<file path="config.mk">
export PLATFORM = sky130hd
export DESIGN_NAME = param_full_adder_flat
export DESIGN_NICKNAME = d
export VERILOG_FILES = /design/src/rtl/param_full_adder_pkg.sv /design/src/rtl/param_full_adder_if.sv /design/src/rtl/param_full_adder_bit.sv /design/src/rtl/param_full_adder.sv /design/src/flat_wrapper.sv
export SDC_FILE = /design/constraint.sdc
export NUM_CORES = 1
export LEC_CHECK = 0
export ABC_AREA = 1
export CAP_MARGIN = 0
export CORE_AREA = 8 8 45 47
export DETAILED_ROUTE_END_ITERATION = 8
export DIE_AREA = 0 0 53 55
export PLACE_DENSITY = 0.39
export SLEW_MARGIN = 20
export SYNTH_ARGS = -nofsm -noshare
export SYNTH_HDL_FRONTEND = slang
export SYNTH_SLANG_ARGS = --single-unit
</file>
<file path="constraint.sdc">
create_clock -name i_clk -period 1.7 [get_ports i_clk]
set_input_delay 0.255 -clock i_clk [delete_from_list [all_inputs] [get_ports i_clk]]
set_output_delay 0.255 -clock i_clk [all_outputs]
set_load 0.02 [all_outputs]
</file>
<file path="src/rtl/param_full_adder_pkg.sv">
// Shared constants for the parameterised ripple-carry adder.
// Holds the default operand width and the upper bound used by the elaboration range check.
package param_adder_pkg;

  localparam int DEFAULT_WIDTH = 3;
  localparam int MAX_WIDTH     = 32;

endpackage

</file>
<file path="src/rtl/param_full_adder_if.sv">
// Operand/result bundle for param_full_adder.
// The master modport drives the operands; the slave modport is the adder side.
interface param_full_adder_if
  import param_adder_pkg::*;
#(
  parameter int WIDTH = DEFAULT_WIDTH
);

  logic [WIDTH-1:0] i_add_term1;
  logic [WIDTH-1:0] i_add_term2;
  logic [WIDTH:0]   o_result;
  logic             o_valid;

  modport master (
    output i_add_term1,
    output i_add_term2,
    input  o_result,
    input  o_valid
  );

  modport slave (
    input  i_add_term1,
    input  i_add_term2,
    output o_result,
    output o_valid
  );

endinterface

</file>
<file path="src/rtl/param_full_adder_bit.sv">
// One-bit full-adder cell, the building block of the ripple chain.
// Purely combinational; X/Z on any input propagates to the outputs.
module full_adder_bit (
  input  logic a,
  input  logic b,
  input  logic cin,
  output logic s,
  output logic cout
);

  logic a_xor_b;

  assign a_xor_b = a ^ b;
  assign s       = a_xor_b ^ cin;
  assign cout    = (a & b) | (cin & a_xor_b);

endmodule

</file>
<file path="src/rtl/param_full_adder.sv">
// Unsigned WIDTH-bit ripple-carry adder with a registered WIDTH+1-bit result.
// Carry-out of the last cell becomes the result MSB; o_valid rises on the first edge out of reset.
module param_full_adder
  import param_adder_pkg::*;
#(
  parameter int WIDTH = DEFAULT_WIDTH
) (
  input logic              i_clk,
  input logic              i_rst_n,
  param_full_adder_if.slave bus
);

  if (WIDTH < 1 || WIDTH > MAX_WIDTH) begin : g_width_check
    $fatal(1, "param_full_adder: WIDTH=%0d outside 1..%0d", WIDTH, MAX_WIDTH);
  end

  logic [WIDTH:0]   carry;
  logic [WIDTH-1:0] sum_bits;

  assign carry[0] = 1'b0;

  for (genvar k = 0; k < WIDTH; k++) begin : g_cell
    full_adder_bit u_fa (
      .a    (bus.i_add_term1[k]),
      .b    (bus.i_add_term2[k]),
      .cin  (carry[k]),
      .s    (sum_bits[k]),
      .cout (carry[k+1])
    );
  end

  logic [WIDTH:0] result_d, result_q;
  logic           valid_d,  valid_q;

  always_comb begin
    result_d = {carry[WIDTH], sum_bits};
    valid_d  = 1'b1;
  end

  always_ff @(posedge i_clk) begin
    if (!i_rst_n) begin
      result_q <= '0;
      valid_q  <= 1'b0;
    end else begin
      result_q <= result_d;
      valid_q  <= valid_d;
    end
  end

  assign bus.o_result = result_q;
  assign bus.o_valid  = valid_q;

endmodule

</file>
<file path="src/flat_wrapper.sv">
// flat-port wrapper written by rule: the top's interface ports become plain ports
module param_full_adder_flat import param_adder_pkg::*;
#(
  parameter int WIDTH = DEFAULT_WIDTH
)
  (i_clk, i_rst_n, bus_i_add_term1, bus_i_add_term2, bus_o_result, bus_o_valid);
  param_full_adder_if #(.WIDTH(WIDTH)) bus_i ();
  input logic i_clk;
  input logic i_rst_n;
  input wire logic [$bits(bus_i.i_add_term1)-1:0] bus_i_add_term1;
  input wire logic [$bits(bus_i.i_add_term2)-1:0] bus_i_add_term2;
  output wire logic [$bits(bus_i.o_result)-1:0] bus_o_result;
  output wire logic [$bits(bus_i.o_valid)-1:0] bus_o_valid;
  assign bus_i.i_add_term1 = bus_i_add_term1;
  assign bus_i.i_add_term2 = bus_i_add_term2;
  assign bus_o_result = bus_i.o_result;
  assign bus_o_valid = bus_i.o_valid;
  param_full_adder #(.WIDTH(WIDTH)) u_core (.i_clk(i_clk), .i_rst_n(i_rst_n), .bus(bus_i));
endmodule
</file>
# Word-level counts from Yosys, hierarchy flattened
# Index checks and enable logic that the tools add are counted.
# Widths: inputs -> output; s select.
# classes
muxes	1
bitwise_logic	12
# ops
operator	n
$and 1x1->1	5
$xor 1x1->1	5
$or 1x1->1	2
$mux 1	1
# totals
register_bits	5
in_bits	8
output_inout_bits	5
wordCells	15

# Depth between registers and ports, before layout
# Gate-level depths: netlist (run 1).
# logic_depth
ltp_word	5
mapped_depth	5
ltp_nobuf	5

# Hierarchy
# Synthesis (run 1) repeated with hierarchy kept, for this count alone.
# unflattened
hier_cells	17
area_unflattened_um2	193.9
# by_module_without_submodules
module	n_inst	cells_each	area_each_um2	seq_area_each_um2
param_full_adder	1	14	133.9	100.1
full_adder_bit	3	1	20.0	0.0

# Worst setup path before layout (run 1)
# No wires, ideal clock.
# synth_path
kind	in2reg
startpoint	input bus_i_add_term2[0]
endpoint	register u_core.result_q[2] (netlist: u_core.bus.o_result[2])
setup_ps	64
arrival_ps	1338
required_ps	1636
path_slack_ps	298
cell_stages	5
n_path_buf	0
cell_sequence	ha_1 -> fa_1 -> inv_1 -> fa_1 -> nor2_1
# synth_via
elab_chain_cells	4
# synth_rtl
element	line_no	text
start, declared	flat_wrapper.sv:11	input wire logic [$bits(bus_i.i_add_term2)-1:0] bus_i_add_term2;
$and 1x1->1 (2 in series)	param_full_adder_bit.sv:15	assign cout = (a & b) | (cin & a_xor_b);
$or 1x1->1	param_full_adder_bit.sv:15	
$xor 1x1->1	param_full_adder_bit.sv:14	assign s = a_xor_b ^ cin;
end signal, assigned	param_full_adder.sv:45	result_q <= result_d;
end, declared	param_full_adder.sv:32	logic [WIDTH:0] result_d, result_q;
# No other way between the ends.
# A chain may end at the register's enable or synchronous reset.

# Final worst setup path (run 1)
# Same ends and word-level chain as after synthesis.

==> flow_summary.json, run 1 <==
{
  "cp-start-kind": "input port",
  "period_needed_ns": 1.63,
  "status": "finished clean",
  "synthTopCellsByArea": "dfxtp_1, fa_1, inv_1",
  "die_w_microns": 53,
  "root_buffer": "clkbuf_4",
  "grt_first_pass_wirelength_microns": 579,
  "gr-usage-met3_pct": 1.87,
  "cp.arrival_ns": 1.81,
  "clkPwrFrac_pct": 40.3,
  "async_flop_share_pct": 0,
  "routabilityCongestion": 0.607,
  "fp.coreArea_sq_mm": 0.00138,
  "drt_first_iter_violations": 3,
  "power.density_mw_per_mm2": 933,
  "wl_per_cell_microns": 8.50,
  "finalHoldWorstSlack_ns": 0.565,
  "grt-ovfl-total": 0,
  "hp-class": "in2reg",
  "holdPathStages": 1,
  "synth_nets": 29,
  "syn_area_per_cell_sq_um": 10.6,
  "hold_start": "i_rst_n",
  "worst_slew_pin_slew_ns": 0.221,
  "hold_viol": 0,
  "placed_area_sq_um": 330,
  "vdd.ir_drop.worst_uv": 146,
  "final_nets": 46,
  "p_sw_mw": 0.0778,
  "cts_max_path_buffers": 2,
  "cts_resized": 0,
  "area.growth.synth_to_final_pct": 87.5,
  "clk_transition_reported_paths_ns": 0.04,
  "rows": 14,
  "top_level_ports": 13,
  "synth.most_common_cell": "inv_1",
  "finalCritPeriodShare_pct": 96.1,
  "rsz0062_at_grt": "false",
  "yosysSeqAreaShare_pct": 52.6,
  "netlist_top_cells_count": "inv_1, dfxtp_1, fa_1, nand2_1, nor2_1",
  "dp_hpwl_microns": 386,
  "track_usage_pct": 3.07,
  "initial_core_util_pct": 13.7,
  "dr.pass1.iters": 4,
  "cts_setup_buffers": 0,
  "p_sw_share_pct": 23.4,
  "p_int_mw": 0.255,
  "synth_flop_cell": "dfxtp_1",
  "route.vias.total": 153,
  "grt_antenna_before_repair": 0,
  "grt_max_degree": 5,
  "busiest_layer": "met2",
  "slew_violations": 0,
  "cts.sinks": 5,
  "synth_top_area_share_pct": 52.6,
  "postRouteAntennaNets": 0,
  "cp-end-kind": "flip-flop",
  "synth_edf_count": 0,
  "grt_use_met1_pct": 2.75,
  "leakage_nw": 0.169,
  "fmax_mhz": 612,
  "final_cell_area_sq_um": 357,
  "synth_area_sq_um": 190,
  "finalWirelength_microns": 425,
  "chipHeight_microns": 55,
  "critical_path_class": "in2reg",
  "drive_gt1_share_pct": 8.82,
  "hold_buffers": 0,
  "slew_headroom_pct": 85.2,
  "min_to": "u_core.bus.o_valid",
  "combPwrFrac_pct": 20.6,
  "cts_tree": "done",
  "grt_pass1_vias": 155,
  "drc": 0,
  "htree_levels": 1,
  "final-setup-viol-count": 0,
  "yosysTopAreaCell": "dfxtp_1",
  "antenna_cells": 0,
  "vias_per_cell": 3.06,
  "synthCells": 18,
  "synth-seq-cells": 5,
  "dieArea_sq_mm": 0.00292,
  "critPathRequiredTime_ns": 1.87,
  "netlist-cell-type-count": 6,
  "worstPathMaxFanout": 1,
  "p_seq_share_pct": 39.2,
  "numCtsBuffers": 3,
  "power_mw": 0.333,
  "maxCapViolCount": 0,
  "met2_usage_pct": 4.30,
  "portBuffers": 12,
  "yosys_warnings": 0
}
==> critical path, cell delays in order <==
cell,delay (ns)
clkdlybuf4s50_1,0.41
ha_1,0.21
fa_1,0.36
inv_1,0.08
fa_1,0.40
nor2_1,0.09
==> how the worst max path moves through the flow <==
stage,from,endpoint,slack [ns],cells past startpoint
CTS,bus_i_add_term2[0],u_core.bus.o_result[2],0.03,6
floorplan,bus_i_add_term2[0],u_core.bus.o_result[2],0.30,5
global placement,bus_i_add_term2[0],u_core.bus.o_result[2],-0.18,6
detailed placement,bus_i_add_term2[0],u_core.bus.o_result[2],-0.22,6
finish,bus_i_add_term2[0],u_core.bus.o_result[2],0.07,6
global route,bus_i_add_term2[0],u_core.bus.o_result[2],0.006,6
==> kinds of logic after synthesis <==
kind of cell | share of synthesized area (%)
flops | 52.6
fa+ha+maj | 27.6
simple gates | 7.90
buf+inv | 11.8
==> layer usage <==
layer / routed length (microns) / share of wire [%]
met3: 69 / 16
met4: 0 / 0
met1: 159 / 37
met2: 195 / 46
met5: 0 / 0
==> cell usage in the layout (no fill, tap or decap) <==
master | netlist | layout
nand2_1 | 2 | 2
inv_1 | 6 | 6
nor2_1 | 2 | 2
dfxtp_1 | 5 | 5
fa_1 | 2 | 2
clkbuf_1 | 0 | 1
ha_1 | 1 | 1
clkbuf_4 | 0 | 3
clkdlybuf4s50_1 | 0 | 12
==> power by group through the flow <==
stage / clock network (mW) / registers [mW] / logic, mW
2_1_floorplan: 0 / 0.146 / 0.0147
4_1_cts: 0.142 / 0.130 / 0.0702
3_3_place_gp: 0 / 0.132 / 0.0695
6_report: 0.134 / 0.130 / 0.0684
5_1_grt: 0.144 / 0.131 / 0.0738
3_5_place_dp: 0 / 0.133 / 0.0700
==> flip-flops by register name, indices dropped and copies added (netlist names) <==
| register | flops |
|---|---|
| u_core.bus.o_valid | 1 |
| u_core.bus.o_result | 4 |
==> final cells by class <==
cell class	count	area, sq um
sequential	5	100
timing repair buffer	12	120
inverter	6	22.5
clock buffer	4	26.3
multi-input combinational	7	67.6
fill	152	1030
tap	16	20.0
==> through the flow <==
stage | setup slack [ns] | util (%) | setup TNS [ns] | std cells
after floorplan | 0.298 | - | 0 | 18
after global placement | -0.184 | 23.9 | -0.184 | 46
after detailed placement | -0.215 | 23.9 | -0.215 | 46
after CTS | 0.0333 | 25.8 | 0 | 50
after global routing | 0.00628 | 25.8 | 0 | 50
final | 0.0664 | 25.8 | 0 | 50
Power figures use the tool's default switching activity.
==> inputs of run 2 (changes only) <==
TNS_END_PERCENT = 5   (was not set)
==> results of run 2 <==
Same layout as run 1: the final DEF is identical, and so are final timing and power.
